===== src/rtl/ep_code_converter.sv =====
// Registered W-bit code converter: bin->Gray, Gray->bin, excess-3, pass-through.
// Latency: 1 cycle from X/MODE sampled at a TG edge to Y/VLD after that edge.
// Backpressure: none; the output register updates on every edge with no enable.
//
// Ports:
//   TG     clock, all state updates on the rising edge
//   rst_n  synchronous active-low reset; clears Y and VLD
//   X      input code word (W bits)
//   MODE   conversion select: 00 bin->Gray, 01 Gray->bin, 10 excess-3, 11 pass
//   Y      converted code word, registered
//   VLD    high once Y holds a conversion result (first edge after reset release)
module ep_code_converter #(
  parameter int W = 4
) (
  input  logic         TG,
  input  logic         rst_n,
  input  logic [W-1:0] X,
  input  logic [1:0]   MODE,
  output logic [W-1:0] Y,
  output logic         VLD
);

  typedef enum logic [1:0] {
    MODE_B2G  = 2'b00,
    MODE_G2B  = 2'b01,
    MODE_EX3  = 2'b10,
    MODE_PASS = 2'b11
  } mode_e;

  localparam logic [W-1:0] EX3_OFS = W'(3);

  logic [W-1:0] b2g;
  logic [W-1:0] g2b;
  logic [W-1:0] ex3;
  logic [W-1:0] y_d;
  logic [W-1:0] y_q;
  logic         vld_d;
  logic         vld_q;

  // Gray -> binary: bit i is the XOR of all Gray bits from the MSB down to i.
  // Written as a reduction over a shifted copy so no bit depends on another
  // bit of the same vector (keeps the comb logic free of self-reference).
  always_comb begin
    g2b = '0;
    for (int i = 0; i < W; i++) begin
      g2b[i] = ^(X >> i);
    end
  end

  always_comb begin
    b2g = X ^ (X >> 1);
    // Truncation to W bits gives the silent wrap (e.g. 13 -> 0 for W=4).
    ex3 = X + EX3_OFS;
  end

  always_comb begin
    y_d   = X;
    vld_d = 1'b1;
    case (mode_e'(MODE))
      MODE_B2G:  y_d = b2g;
      MODE_G2B:  y_d = g2b;
      MODE_EX3:  y_d = ex3;
      MODE_PASS: y_d = X;
    endcase
  end

  always_ff @(posedge TG) begin
    if (!rst_n) begin
      y_q   <= '0;
      vld_q <= 1'b0;
    end else begin
      y_q   <= y_d;
      vld_q <= vld_d;
    end
  end

  assign Y   = y_q;
  assign VLD = vld_q;

endmodule


===== config.mk =====
export PLATFORM = sky130hd
export DESIGN_NAME = ep_code_converter
export DESIGN_NICKNAME = d
export VERILOG_FILES = /design/src/rtl/ep_code_converter.sv
export SDC_FILE = /design/constraint.sdc
export NUM_CORES = 1
export LEC_CHECK = 0
export BUFFER_PORTS_ARGS = -buffer_cell sky130_fd_sc_hd__buf_2
export CAP_MARGIN = 5
export CORE_AREA = 4 4 41 43
export CTS_CLUSTER_SIZE = 28
export DETAILED_ROUTE_END_ITERATION = 16
export DIE_AREA = 0 0 45 47
export PLACE_DENSITY = 0.53
export SETUP_SLACK_MARGIN = 0.3
export SYNTH_ARGS = -nofsm -noshare
export SYNTH_HDL_FRONTEND = slang
export SYNTH_SLANG_ARGS = --single-unit
export TNS_END_PERCENT = 100

===== constraint.sdc =====
create_clock -name TG -period 2.2 [get_ports TG]
set_input_delay 0.22 -clock TG [delete_from_list [all_inputs] [get_ports TG]]
set_output_delay 0.22 -clock TG [all_outputs]
set_load 0.05 [all_outputs]

==> results.sh, run 1 <==
export IMPL_p_int_mw=0.191
export IMPL_status="complete, no violations"
export IMPL_post_place_ws_ns=0.907
export IMPL_placed_area_um2=374
export IMPL_setup_worst_path_end_class="register"
export IMPL_muxShareOfSynthArea_pct=0
export IMPL_total_power_mw=0.279
export IMPL_switchingPower_mw=0.0882
export IMPL_track_usage_pct=7.50
export IMPL_netSwitchingFraction_pct=31.6
export IMPL_grt_max_degree=9
export IMPL_grt_remaining_overflow=0
export IMPL_final_util_pct=30.8
export IMPL_antenna_found_initial=0
export IMPL_die_w_um=45
export IMPL_clk_pin_slew_ns=0.04
export IMPL_syn_nets=46
export IMPL_synth_area_um2=303
export IMPL_postRouteAntennaNets=0
export IMPL_register_area_um2=100
export IMPL_drt_pass1_iter_count=2
export IMPL_core_um2=1300
export IMPL_grt_pass1_vias=285
export IMPL_clkPwrFrac_pct=37.6
export IMPL_grt_pass1_wl_um=1070
export IMPL_ys_seq_elements=5
export IMPL_fin_area_um2=400
export IMPL_tightest_slew_ns=0.280
export IMPL_fp_row_count=13
export IMPL_yosysUniqueCellTypes=19
export IMPL_final_min_clock_period_ns=1.03
export IMPL_path_class="in2reg"
export IMPL_drc=0
export IMPL_finalSetupViolCount=0
export IMPL_power_leakage_nw=0.193
export IMPL_clk_path_buf_depth=2
export IMPL_syn_inst=35
export IMPL_fin_nets=62
export IMPL_fin_cells=65
export IMPL_rsz0062_at_grt="no"
export IMPL_cts_tree="done"
export IMPL_vias_per_cell=4.31
export IMPL_synthXorXnorAreaFrac_pct=5.79
export IMPL_drive_gt1_share_pct=32.0
export IMPL_cts_setup_buffers=0
export IMPL_setup_tns_final_ns=0
export IMPL_power_density_nw_per_um2=697
export IMPL_multiInputGateArea_um2=176
export IMPL_start_util_pct=23.3
export IMPL_root_buffer="clkbuf_4"
export IMPL_synth_async_reset_ratio_pct=0
export IMPL_fin_crit_sh_pct=46.7
export IMPL_ios=13
export IMPL_gp_congestion=0.759
export IMPL_seqPwrFrac_pct=35.6
export IMPL_die_area_um2=2120
export IMPL_final_setup_worst_slack_ns=1.17
export IMPL_dp_hpwl_um=496
export IMPL_synthAdderAreaFrac_pct=12.4
export IMPL_worstPathArrival_ns=1.17
export IMPL_clkSinkCount=5
export IMPL_ctsHoldBuffers=0
export IMPL_wl_um=602
export IMPL_synth_top_area_share_pct=33.1
export IMPL_seq_area_frac_synth_pct=33.1
export IMPL_min_path_type="in2reg"
export IMPL_dp_cells=61
export IMPL_synth_warning_count=0
export IMPL_nFillCells=153
export IMPL_syn_area_per_cell_um2=8.65
export IMPL_slew_viol_final=0
export IMPL_synth_edf_count=0
export IMPL_ir_worst_vdd_mv=0.161
export IMPL_yosysTopAreaCell="dfxtp_1"
export IMPL_wl_per_cell_um=9.26
export IMPL_io_buffers=12
export IMPL_maxCapViolations=0
export IMPL_diodes=0
export IMPL_worstPathMaxFanout=3
export IMPL_synth_compound_area_share_pct=21.1
export IMPL_synth_top_family_by_area="compound AO/OA/AOI/OAI gates"
export IMPL_synth_common_cells="dfxtp_1 (5), inv_1 (5), ha_1 (3), o21ai_0 (3)"
export IMPL_synth_flop_cell="dfxtp_1"
export IMPL_yosys_area_share_simple_pct=19.0
export IMPL_timing_fmax_ghz=0.974
export IMPL_hold_ws_ns=0.128
export IMPL_required_ns=2.34
export IMPL_cts_htree_levels=1
export IMPL_initialDrtViolationCount=2
export IMPL_via_count=280
export IMPL_maxSlewHeadroom_pct=81.1
export IMPL_cts_buffers=3
export IMPL_die_h_um=47
export IMPL_finalHoldViolations=0
export IMPL_areaGrowthSynthToFinish_pct=32.2
export IMPL_synthTopCellsByArea="dfxtp_1 (33%), ha_1 (12%), inv_1 (6.2%)"
export IMPL_cp_start_kind="input port"
export IMPL_pwr_share_comb_pct=26.8
export IMPL_ctsResizeCount=0
-- path summary, 6_finish.rpt --
path                  slack [ns]  endpoint   from  cells after the start
worst max-delay path        1.17      Y[1]   X[0]                      6
worst min-delay path        0.13       VLD  rst_n                      1
-- layout by cell type, fill, tap and decap left out, drive strengths merged --
cell type	n
a2111oi	1
a21oi	2
a31oi	1
and3	1
buf	12
clkbuf	4
dfxtp	5
ha	3
inv	5
nand2	1
nand2b	1
nor2	1
nor2b	1
nor3	2
nor3b	2
o21ai	3
o311ai	1
o41ai	1
or3	1
xnor2	2
-- cell families after synthesis --
logic type	count (synthesis)
buffers and inverters	6
DFF	5
and+or+nand+nor	10
xor gates and xnor gates	2
adders and majority gates	3
AOI/OAI and AO/OA	9
-- layer usage --
layer | global-route usage (%) | wire [um]
met4 | 12.3 | 36
met2 | 10.5 | 234
met3 | 0.383 | 48
met1 | 8.16 | 282
met5 | 0 | 0
-- flip-flops by register name, indices dropped and copies added, names as in the netlist --
name  cells
VLD       1
Y         4
-- power groups by stage --
stage          registers [mW]  clock network, mW  logic [mW]
3_3_place_gp            0.101                  0      0.0752
3_5_place_dp            0.101                  0      0.0751
4_1_cts                0.0994              0.110      0.0753
2_1_floorplan           0.127                  0      0.0280
6_report               0.0994              0.105      0.0747
5_1_grt                0.0996              0.119      0.0819
-- worst max-delay path, stage by stage --
cell	delay, ns
buf_2	0.11
inv_1	0.04
ha_1	0.31
nor2_1	0.09
a21oi_1	0.06
a2111oi_2	0.33
-- layout make-up --
class | count | share of cell area [%]
clock buffer | 4 | 6.56
inverter | 5 | 4.69
tap | 15 | 4.69
timing repair buffer | 12 | 15.0
sequential | 5 | 25.0
multi-input combinational | 24 | 44.1
No activity file was read; power rests on OpenSTA's default activity.
==> inputs of run 2 (changes only) <==
Clock period 2.2 ns to 1 ns, I/O delays scaled along.
==> results.sh, run 2 (synthesized netlist as in run 1, its figures left out) <==
export IMPL_status="complete, no violations"
export IMPL_clk_pin_slew_ns=0.04
export IMPL_drt_pass1_iter_count=1
export IMPL_fp_row_count=13
export IMPL_final_util_pct=46.5
export IMPL_min_path_type="in2reg"
export IMPL_grt_remaining_overflow=0
export IMPL_core_um2=1300
export IMPL_grt_pass1_vias=273
export IMPL_cts_tree="done"
export IMPL_timing_fmax_ghz=1.26
export IMPL_fin_area_um2=606
export IMPL_wl_um=706
export IMPL_drc=0
export IMPL_ir_worst_vdd_mv=0.356
export IMPL_via_count=317
export IMPL_clk_path_buf_depth=2
export IMPL_initialDrtViolationCount=0
export IMPL_vias_per_cell=4.53
export IMPL_path_class="reg2out"
export IMPL_final_min_clock_period_ns=0.792
export IMPL_finalHoldViolations=0
export IMPL_start_util_pct=23.3
export IMPL_hold_ws_ns=0.0375
export IMPL_cts_htree_levels=1
export IMPL_gp_congestion=0.739
export IMPL_antenna_found_initial=0
export IMPL_wl_per_cell_um=10.1
export IMPL_die_h_um=47
export IMPL_grt_pass1_wl_um=1090
export IMPL_crit_buf_inv=1
export IMPL_required_ns=0.90
export IMPL_cp_slowest_cell="dfxtp_2"
export IMPL_setup_tns_final_ns=0
export IMPL_power_density_nw_per_um2=1180
export IMPL_ios=13
export IMPL_slowest_delay_ns=0.32
export IMPL_die_area_um2=2120
export IMPL_layout_common_cells="buf_6 (6), dfxtp_2 (5), buf_4 (5)"
export IMPL_tightest_slew_ns=0.245
export IMPL_dp_cells=66
export IMPL_rsz0062_at_grt="yes"
export IMPL_worstPathArrival_ns=0.69
export IMPL_placed_area_um2=454
export IMPL_grt_max_degree=8
export IMPL_power_leakage_nw=0.251
export IMPL_fin_crit_sh_pct=79.2
export IMPL_cts_buffers=3
export IMPL_path_cells="buf_8"
export IMPL_fin_cells=70
export IMPL_crit_family="flip-flops"
export IMPL_slew_viol_final=0
export IMPL_final_common_cell="buf_6"
export IMPL_maxCapViolations=0
export IMPL_finalSetupViolCount=0
export IMPL_setup_worst_path_end_class="output port"
export IMPL_clkSinkCount=5
export IMPL_root_buffer="clkbuf_4"
export IMPL_diodes=0
export IMPL_largest_reg_flops=4
export IMPL_cp_start_kind="register"
export IMPL_die_w_um=45
export IMPL_maxSlewHeadroom_pct=83.5
export IMPL_track_usage_pct=7.19
export IMPL_fin_nets=67
export IMPL_ctsHoldBuffers=0
export IMPL_dp_hpwl_um=550
export IMPL_areaGrowthSynthToFinish_pct=100
export IMPL_worstPathMaxFanout=1
export IMPL_io_buffers=12
export IMPL_drive_gt1_share_pct=67.3
export IMPL_postRouteAntennaNets=0
-- run 2: per-layer routing --
layer  global-route usage, %  share of wire (%)  vias to the layer above
met5                       0                  0                        -
met4                    5.26                  0                        0
met2                    11.0                 51                        9
li1                        -                  -                      165
met1                    8.88                 42                      143
met3                    1.53                6.7                        0
-- run 2: path summary, 6_finish.rpt --
path              cells past startpoint  startpoint   end
setup / recovery                      1        Y[2]  Y[2]
hold / removal                        1       rst_n   VLD
-- run 2: power by group --
part           switching, mW  internal [mW]  total (mW)
registers            0.00767          0.219       0.227
logic                  0.139          0.127       0.266
clock network         0.0719          0.150       0.222
total                  0.219          0.497       0.716
-- run 2: stage by stage --
stage	setup WS, ns	power, mW
final	0.208	0.716
after detailed placement	-0.117	0.423
after CTS	0.199	0.695
after global placement	-0.126	0.422
after global routing	0.169	0.760
after floorplan	0.125	0.354
-- run 2: cell type report --
cell class                      instances  area (um^2)
Tap cell                               15         18.8
Inverter                                5         33.8
Fill cell                             134          696
Timing Repair Buffer                   17          170
Clock buffer                            4         26.3
Sequential cell                         5          106
Multi-Input combinational cell         24          250
-- run 2: timing repair --
item                                    in CTS  in global routing
endpoints found under the setup margin       9                  9
gates cloned                                 0                  0
gates resized for setup                     25                 13
setup buffers                                0                  0
pin swaps                                    3                  7
==> inputs of run 3 (changes only) <==
Clock period 1 ns to 0.8 ns, I/O delays scaled along.
==> results.sh, run 3 (synthesized netlist as in run 1, its figures left out) <==
export IMPL_status="complete, no violations"
export IMPL_grt_pass1_vias=372
export IMPL_drc=0
export IMPL_tightest_slew_ns=0.241
export IMPL_maxSlewHeadroom_pct=83.8
export IMPL_clk_pin_slew_ns=0.04
export IMPL_final_setup_worst_slack_ns=0.00422
export IMPL_timing_fmax_ghz=1.26
export IMPL_setup_worst_path_end_class="output port"
export IMPL_top_usage_layer="met2"
export IMPL_cts_tree="done"
export IMPL_ir_worst_vdd_mv=0.379
export IMPL_start_util_pct=23.3
export IMPL_fp_row_count=13
export IMPL_die_w_um=45
export IMPL_final_common_cell="buf_4"
export IMPL_finalHoldViolations=0
export IMPL_wl_per_cell_um=11.3
export IMPL_root_buffer="clkbuf_4"
export IMPL_wl_um=845
export IMPL_die_h_um=47
export IMPL_postRouteAntennaNets=0
export IMPL_final_min_clock_period_ns=0.796
export IMPL_io_buffers=12
export IMPL_vias_per_cell=4.68
export IMPL_dp_hpwl_um=633
export IMPL_slew_viol_final=0
export IMPL_areaGrowthSynthToFinish_pct=131
export IMPL_path_cells="buf_8"
export IMPL_cts_htree_levels=1
export IMPL_grt_pass1_wl_um=1440
export IMPL_track_usage_pct=9.97
export IMPL_core_um2=1300
export IMPL_cts_buffers=3
export IMPL_diodes=0
export IMPL_met1_usage_pct=9.13
export IMPL_slowest_delay_ns=0.33
export IMPL_die_area_um2=2120
export IMPL_switchingPower_mw=0.298
export IMPL_maxCapViolations=0
export IMPL_via_count=351
export IMPL_fin_nets=72
export IMPL_met3_usage_pct=3.83
export IMPL_worstPathArrival_ns=0.72
export IMPL_grt_max_degree=7
export IMPL_antenna_found_initial=0
export IMPL_setup_tns_final_ns=0
export IMPL_layout_common_cells="buf_4 (8), buf_8 (6), dfxtp_4 (4), buf_6 (4)"
export IMPL_cp_start_kind="register"
export IMPL_clk_path_buf_depth=2
export IMPL_crit_family="flip-flops"
export IMPL_power_leakage_nw=0.291
export IMPL_multiInputGateArea_um2=275
export IMPL_gp_congestion=0.733
export IMPL_grt_remaining_overflow=0
export IMPL_worstPathMaxFanout=1
export IMPL_rsz0062_at_grt="yes"
export IMPL_post_place_ws_ns=-0.307
export IMPL_largest_reg_flops=4
export IMPL_fin_crit_sh_pct=99.5
export IMPL_finalSetupViolCount=0
export IMPL_power_density_nw_per_um2=1350
export IMPL_min_path_type="in2reg"
export IMPL_path_class="reg2out"
export IMPL_p_int_mw=0.651
export IMPL_crit_buf_inv=1
export IMPL_seqPwrFrac_pct=29.6
export IMPL_cp_slowest_cell="dfxtp_4"
export IMPL_required_ns=0.72
export IMPL_drive_gt1_share_pct=75.0
export IMPL_hold_ws_ns=0.0158
export IMPL_initialDrtViolationCount=4
export IMPL_register_area_um2=116
export IMPL_clkPwrFrac_pct=30.1
export IMPL_drt_pass1_iter_count=2
export IMPL_pwr_share_comb_pct=40.3
export IMPL_nFillCells=121
export IMPL_clkSinkCount=5
export IMPL_netSwitchingFraction_pct=31.4
export IMPL_ios=13
export IMPL_use_met2_pct=16.1
[run 3: changes by cell type in the layout (fill, tap and decap cells not counted), moves of 2 or more]
cell / change
buf_4: +3
dfxtp_4: +4
buf_8: +4
dfxtp_2: -4
buf_6: -2
[run 3: worst paths after layout]
check / startpoint / end / slack [ns] / cells past startpoint
worst max-delay path: VLD / VLD / 0.004 / 1
worst min-delay path: rst_n / VLD / 0.02 / 1
[run 3: stage by stage]
stage	cell area (um^2)	util, %	instances	total power, mW
6_report	701	53.8	75	0.949
5_1_grt	701	53.8	75	1.01
4_1_cts	656	50.4	75	0.937
3_5_place_dp	499	38.4	70	0.542
3_3_place_gp	499	38.4	70	0.540
2_1_floorplan	360	-	35	0.441
[run 3: what timing repair did]
action                                  CTS  global route
resized for setup                        34             9
buffers inserted                          1             0
endpoints found under the setup margin    9             9
hold endpoints to repair                  1             0
pin swaps                                 6             3
[run 3: routing by layer]
metal	vias to the layer above	routed length, um
li1	175	-
met1	157	293
met2	15	466
met3	4	48
met4	0	37
met5	-	0
[run 3: area by class of cell]
class | count | area share (%)
multi-input cells | 24 | 39.3
repair buffers | 22 | 32.9
flip-flops and latches | 5 | 16.6
inverters | 5 | 4.82
clock buffers | 4 | 3.75
well taps | 15 | 2.68
[run 3: power by group through the flow]
stage | logic, mW | registers, mW | clock network, mW
floorplan | 0.0932 | 0.348 | 0
global placement | 0.265 | 0.275 | 0
detailed placement | 0.267 | 0.275 | 0
CTS | 0.355 | 0.281 | 0.301
global route | 0.406 | 0.283 | 0.322
finish | 0.382 | 0.281 | 0.286
